## src/rtl/rv_sdram_bridge.sv

```systemverilog
// rv_sdram_bridge: adapts the 32-bit valid/ready CPU memory bus to the 16-bit toggle
// request/ack port of the SDRAM arbiter. Each access is split into low/high halfword
// transactions. Write halves with no strobes are skipped. A watchdog aborts stalled halves.
module rv_sdram_bridge #(
   parameter int unsigned TIMEOUT_CYCLES = 1024,
   parameter int unsigned TO_W           = 11
) (
   input  logic        i_clk,
   input  logic        i_reset,
   input  logic        i_mem_valid,
   input  logic [22:0] i_mem_addr,
   input  logic [31:0] i_mem_wdata,
   input  logic [3:0]  i_mem_wstrb,
   output logic        o_mem_ready,
   output logic [31:0] o_mem_rdata,
   output logic        o_mem_err,
   output logic [22:0] o_rv_addr,
   output logic        o_rv_word,
   output logic [31:0] o_rv_wdata,
   output logic [3:0]  o_rv_wstrb,
   output logic [1:0]  o_rv_ds,
   output logic        o_rv_req,
   input  logic        i_rv_req_ack,
   input  logic [15:0] i_rv_dout,
   output logic        o_busy
);

   typedef enum logic [2:0] {StIdle, StLoWait, StHiWait, StDone, StDrain} state_e;

   state_e            state_q, state_d;
   logic              req_q, req_d;
   logic              word_q, word_d;
   logic [22:0]       addr_q, addr_d;
   logic [31:0]       wdata_q, wdata_d;
   logic [3:0]        wstrb_q, wstrb_d;       // full strobes of the accepted access
   logic [3:0]        rv_wstrb_q, rv_wstrb_d; // strobes masked to the active half
   logic [1:0]        ds_q, ds_d;
   logic [31:0]       rdata_q, rdata_d;
   logic              ready_q, ready_d;
   logic              err_q, err_d;
   logic [TO_W-1:0]   wd_q, wd_d;

   logic ack_match;
   logic wd_expire;
   logic is_read;
   logic unused_addr;

   assign ack_match   = (i_rv_req_ack == req_q);
   assign wd_expire   = (TIMEOUT_CYCLES != 0) && (wd_q == TO_W'(TIMEOUT_CYCLES - 1));
   assign is_read     = (wstrb_q == 4'b0000);
   assign unused_addr = ^i_mem_addr[1:0];

   // Next-state, request issue, read-data assembly and watchdog.
   always_comb begin
      state_d    = state_q;
      req_d      = req_q;
      word_d     = word_q;
      addr_d     = addr_q;
      wdata_d    = wdata_q;
      wstrb_d    = wstrb_q;
      rv_wstrb_d = rv_wstrb_q;
      ds_d       = ds_q;
      rdata_d    = rdata_q;
      ready_d    = 1'b0;
      err_d      = 1'b0;
      wd_d       = wd_q;
      case (state_q)
         StIdle: begin
            // ready_q high here means the CPU has not yet seen completion; ignore valid.
            if (i_mem_valid && !ready_q) begin
               addr_d  = {i_mem_addr[22:2], 2'b00};
               wdata_d = i_mem_wdata;
               wstrb_d = i_mem_wstrb;
               rdata_d = '0;
               req_d   = ~req_q;
               wd_d    = '0;
               if (i_mem_wstrb == 4'b0000 || i_mem_wstrb[1:0] != 2'b00) begin
                  word_d     = 1'b0;
                  ds_d       = (i_mem_wstrb == 4'b0000) ? 2'b11 : i_mem_wstrb[1:0];
                  rv_wstrb_d = {2'b00, i_mem_wstrb[1:0]};
                  state_d    = StLoWait;
               end else begin
                  word_d     = 1'b1;
                  ds_d       = i_mem_wstrb[3:2];
                  rv_wstrb_d = {i_mem_wstrb[3:2], 2'b00};
                  state_d    = StHiWait;
               end
            end
         end
         StLoWait: begin
            if (ack_match) begin
               rdata_d[15:0] = i_rv_dout;
               if (is_read || wstrb_q[3:2] != 2'b00) begin
                  word_d     = 1'b1;
                  ds_d       = is_read ? 2'b11 : wstrb_q[3:2];
                  rv_wstrb_d = {wstrb_q[3:2], 2'b00};
                  req_d      = ~req_q;
                  wd_d       = '0;
                  state_d    = StHiWait;
               end else begin
                  state_d = StDone;
               end
            end else if (wd_expire) begin
               ready_d = 1'b1;
               err_d   = 1'b1;
               rdata_d = '1;
               state_d = StDrain;
            end else begin
               wd_d = wd_q + 1'b1;
            end
         end
         StHiWait: begin
            if (ack_match) begin
               rdata_d[31:16] = i_rv_dout;
               state_d        = StDone;
            end else if (wd_expire) begin
               ready_d = 1'b1;
               err_d   = 1'b1;
               rdata_d = '1;
               state_d = StDrain;
            end else begin
               wd_d = wd_q + 1'b1;
            end
         end
         StDone: begin
            ready_d = 1'b1;
            state_d = StIdle;
         end
         StDrain: begin
            // Wait out the abandoned toggle so only one is ever outstanding; its data is dropped.
            if (ack_match) begin
               state_d = StIdle;
            end
         end
         default: state_d = StIdle;
      endcase
   end

   // State and output registers with synchronous reset.
   always_ff @(posedge i_clk) begin
      if (i_reset) begin
         state_q    <= StIdle;
         req_q      <= 1'b0;
         word_q     <= 1'b0;
         addr_q     <= '0;
         wdata_q    <= '0;
         wstrb_q    <= '0;
         rv_wstrb_q <= '0;
         ds_q       <= '0;
         rdata_q    <= '0;
         ready_q    <= 1'b0;
         err_q      <= 1'b0;
         wd_q       <= '0;
      end else begin
         state_q    <= state_d;
         req_q      <= req_d;
         word_q     <= word_d;
         addr_q     <= addr_d;
         wdata_q    <= wdata_d;
         wstrb_q    <= wstrb_d;
         rv_wstrb_q <= rv_wstrb_d;
         ds_q       <= ds_d;
         rdata_q    <= rdata_d;
         ready_q    <= ready_d;
         err_q      <= err_d;
         wd_q       <= wd_d;
      end
   end

   assign o_mem_ready = ready_q;
   assign o_mem_rdata = rdata_q;
   assign o_mem_err   = err_q;
   assign o_rv_addr   = addr_q;
   assign o_rv_word   = word_q;
   assign o_rv_wdata  = wdata_q;
   assign o_rv_wstrb  = rv_wstrb_q;
   assign o_rv_ds     = ds_q;
   assign o_rv_req    = req_q;
   assign o_busy      = (state_q != StIdle);

endmodule
```

## config.mk

```make
export PLATFORM = sky130hd
export DESIGN_NAME = rv_sdram_bridge
export DESIGN_NICKNAME = d
export VERILOG_FILES = /design/src/rtl/rv_sdram_bridge.sv
export SDC_FILE = /design/constraint.sdc
export NUM_CORES = 1
export LEC_CHECK = 0
export ABC_CLOCK_PERIOD_IN_PS = 3200
export CAP_MARGIN = 20
export CORE_MARGIN = 3
export CORE_UTILIZATION = 30
export CTS_BUF_LIST = sky130_fd_sc_hd__clkbuf_2
export DETAILED_ROUTE_END_ITERATION = 8
export PLACE_DENSITY_LB_ADDON = 0.12
export SLEW_MARGIN = 10
export SYNTH_ARGS = -nofsm -noshare
export SYNTH_HDL_FRONTEND = slang
export SYNTH_SLANG_ARGS = --single-unit
```

## constraint.sdc

```tcl
create_clock -name i_clk -period 3.2 [get_ports i_clk]
set_input_delay 0.48 -clock i_clk [delete_from_list [all_inputs] [get_ports i_clk]]
set_output_delay 0.48 -clock i_clk [all_outputs]
set_load 0.03 [all_outputs]
```

==> results.yml <==
setup_path:
  required_ns: 2.72
  endpoint_kind: "primary output"
  worst-path-buf-inv: 2
  cp_max_fo: 15
  cp.depth: 3
  crit_chain: "nor3_1 -> inv_1 -> clkdlybuf4s50_1"
  slowest_delay_ns: 0.63
  worstRegToRegCells: 4
  startpoint_type: "flip-flop"
  crit_family: "buffers and inverters"
  worst-setup-path-type: "reg -> out"
  cpMaxStageDelayCell: "clkdlybuf4s50_1"
  cp.arrival_ns: 2.44
synthesis:
  synth_seq_cells: 113
  yosysTopAreaCell: "dfxtp_1"
  synthTopCellsByArea: "dfxtp_1 (46%), a21oi_1 (12%), nand2_1 (11%), o21ai_0 (4.2%), nand3_1 (3.6%)"
  avgSynthCellArea_um2: 7.61
  async_reset_ff_share_pct: 0
  synth_cells: 641
  yosysWarnings: 0
  ys_seq_area_share_pct: 46.4
  synthesis.area_um2: 4880
  synth-edff-count: 0
  yosys.cell_types.count: 44
  synth_ff_type: "dfxtp_1"
  synth_top_area_share_pct: 46.4
clocking:
  clk_latency_ns: 0.68
  h-tree-depth: 4
  cts_setup_buffers: 0
  cts_made_buffers: 17
  clockBufferDepth: 2
  postCtsResizedCells: 0
  path_clk_slew_ns: 0.19
  cts_num_sinks: 113
  root_buffer: "clkbuf_2"
  cts_tree: "done"
  hold_buffers: 0
power_and_ir_drop:
  pwr-share-comb_pct: 44.6
  vdd_ir_drop_max_uv: 378
  power.density_nw_per_um2: 736
  switchingPower_w: 0.00224
  seqPwrFrac_pct: 34.2
  internal-power_w: 0.00296
  pwr-share-clk_pct: 21.3
  leakage_nw: 2.50
  swShare_pct: 43.1
layout:
  final_core_util_pct: 45.4
  layout-area-overhead-vs-synth_pct: 44.8
  multi_input_area_um2: 2400
  drive_gt1_share_pct: 6.97
  final_cell_mix: "clkdlybuf4s50_1 (171), nand2_1 (148), a21oi_1 (121)"
  nFillCells: 1537
  final_common_cell: "clkdlybuf4s50_1"
  nets: 871
  seqCellArea_um2: 2260
sta:
  grt_setup_unrepaired: "no"
  fmax_mhz: 343
  tightest_slew_ns: 0.788
  clock_skew_ns: 0.0390
  fin_crit_sh_pct: 91.2
  finalSetupViolations: 0
  min_period_ns: 2.92
  slew_headroom_pct: 47.2
  maxSlewViolCount: 0
  fin_ws_ns: 0.281
  hold_viol_final: 0
  setup_tns_ns: 0
route:
  drt_iter0_markers: 246
  dr.pass1.iters: 5
  vias: 5097
  drc: 0
  avgRoutedWirePerCell_um: 15.2
  postRouteAntennaNets: 0
  avgViaCountPerCell: 5.02
  drt-total-wl_um: 15400
global_route:
  grt_first_pass_wirelength_um: 24800
  grt_usage_pct: 17.1
  grt_max_degree: 59
  grt_pass1_vias: 4865
  antenna_found_initial: 1
  overflow: 0
floorplan:
  std_cell_rows: 45
  fp.dieArea_um2: 17800
  initial_core_util_pct: 31.4
  die_h_um: 133
  die_w_um: 133
  ios: 177
  core_area_um2: 15500
worst_hold_path:
  hold_path_class: "in -> reg"
  hold_path_depth: 2
placement:
  hpwl_um: 10400
  port_buffers: 172
  place_ws_ns: 0.444
  gp_congestion: 0.807
flow_run:
  drv_cap: 0
status:
  status: "finished clean"
state kept, by name (all words and copies together) (netlist names):
register     count
o_rv_req         1
o_mem_err        1
o_rv_wstrb       4
o_mem_rdata     32
wd_q            11
o_rv_addr       21
wstrb_q          4
o_rv_wdata      32
o_rv_word        1
state_q          3
o_mem_ready      1
o_rv_ds          2
power groups by stage:
stage          Combinational, W  Clock, W  Sequential [W]
2_1_floorplan           0.00117         0         0.00211
3_3_place_gp            0.00229         0         0.00179
3_5_place_dp            0.00232         0         0.00180
4_1_cts                 0.00233   0.00115         0.00178
5_1_grt                 0.00255   0.00122         0.00180
6_report                0.00232   0.00111         0.00178
final cells by class:
class / instances / share of cell area (%)
tap: 211 / 3.74
clock buffer: 19 / 1.35
multi-input combinational: 467 / 34.0
sequential: 113 / 32.1
antenna: 1 / 0.0355
clock inverter: 13 / 2.64
inverter: 6 / 0.319
timing repair buffer: 186 / 25.8
synthesized netlist by cell type, types with 2 or more instances:
cell      count
o311ai_0      2
and3_1        2
a311oi_1      3
clkbuf_1     44
or4_1         4
buf_2         9
nor3_1        9
a21oi_1     121
nor2_1       18
and2_1        2
nand3_1      35
inv_1         6
xnor2_1       3
or2_2         2
a41oi_1       3
a31oi_1       2
or3_1         6
a211oi_1     21
o21ai_0      41
o21a_1       16
dfxtp_1     113
buf_4         2
nand2_1     149
nor4_1        4
o31ai_1       5
per-layer routing:
metal / track usage (%) / wire (um) / vias to the layer above / part of all wire, %
li1: - / - / 2541 / -
met1: 21.1 / 6690 / 2374 / 43
met2: 27.0 / 7160 / 170 / 46
met3: 7.97 / 1420 / 12 / 9.2
met4: 4.57 / 141 / 0 / 0.91
met5: 0 / 0 / - / 0
cell families after synthesis:
kind of cell	count (synthesis)	synth area share (%)
compound gates	221	26.0
other cells	1	0.0769
simple gates	238	21.2
fa+ha+maj	1	0.257
flops	113	46.4
xor+xnor	4	0.719
mux	1	0.205
buf+inv	62	5.16
path summary, 6_finish.rpt:
kind / slack [ns] / from / end
max reg2reg: 0.72 / state_q[0] / wd_q[3]
max: 0.28 / state_q[0] / o_busy
min reg2reg: 0.47 / o_rv_wdata[8] / o_rv_wdata[8]
min: 0.32 / i_reset / o_rv_wdata[8]
per-stage QoR:
| step | hold WS [ns] | instance area, um2 | total power [W] | cells |
|---|---|---|---|---|
| final | 0.315 | 7060 | 0.00520 | 1016 |
| after global routing | 0.197 | 7060 | 0.00557 | 1016 |
| after CTS | 0.224 | 7060 | 0.00526 | 1015 |
| after detailed placement | 0.449 | 6770 | 0.00413 | 983 |
| after global placement | 0.441 | 6770 | 0.00408 | 983 |
| after floorplan | 0.431 | 4880 | 0.00328 | 642 |
Power figures use the tool's default switching activity.
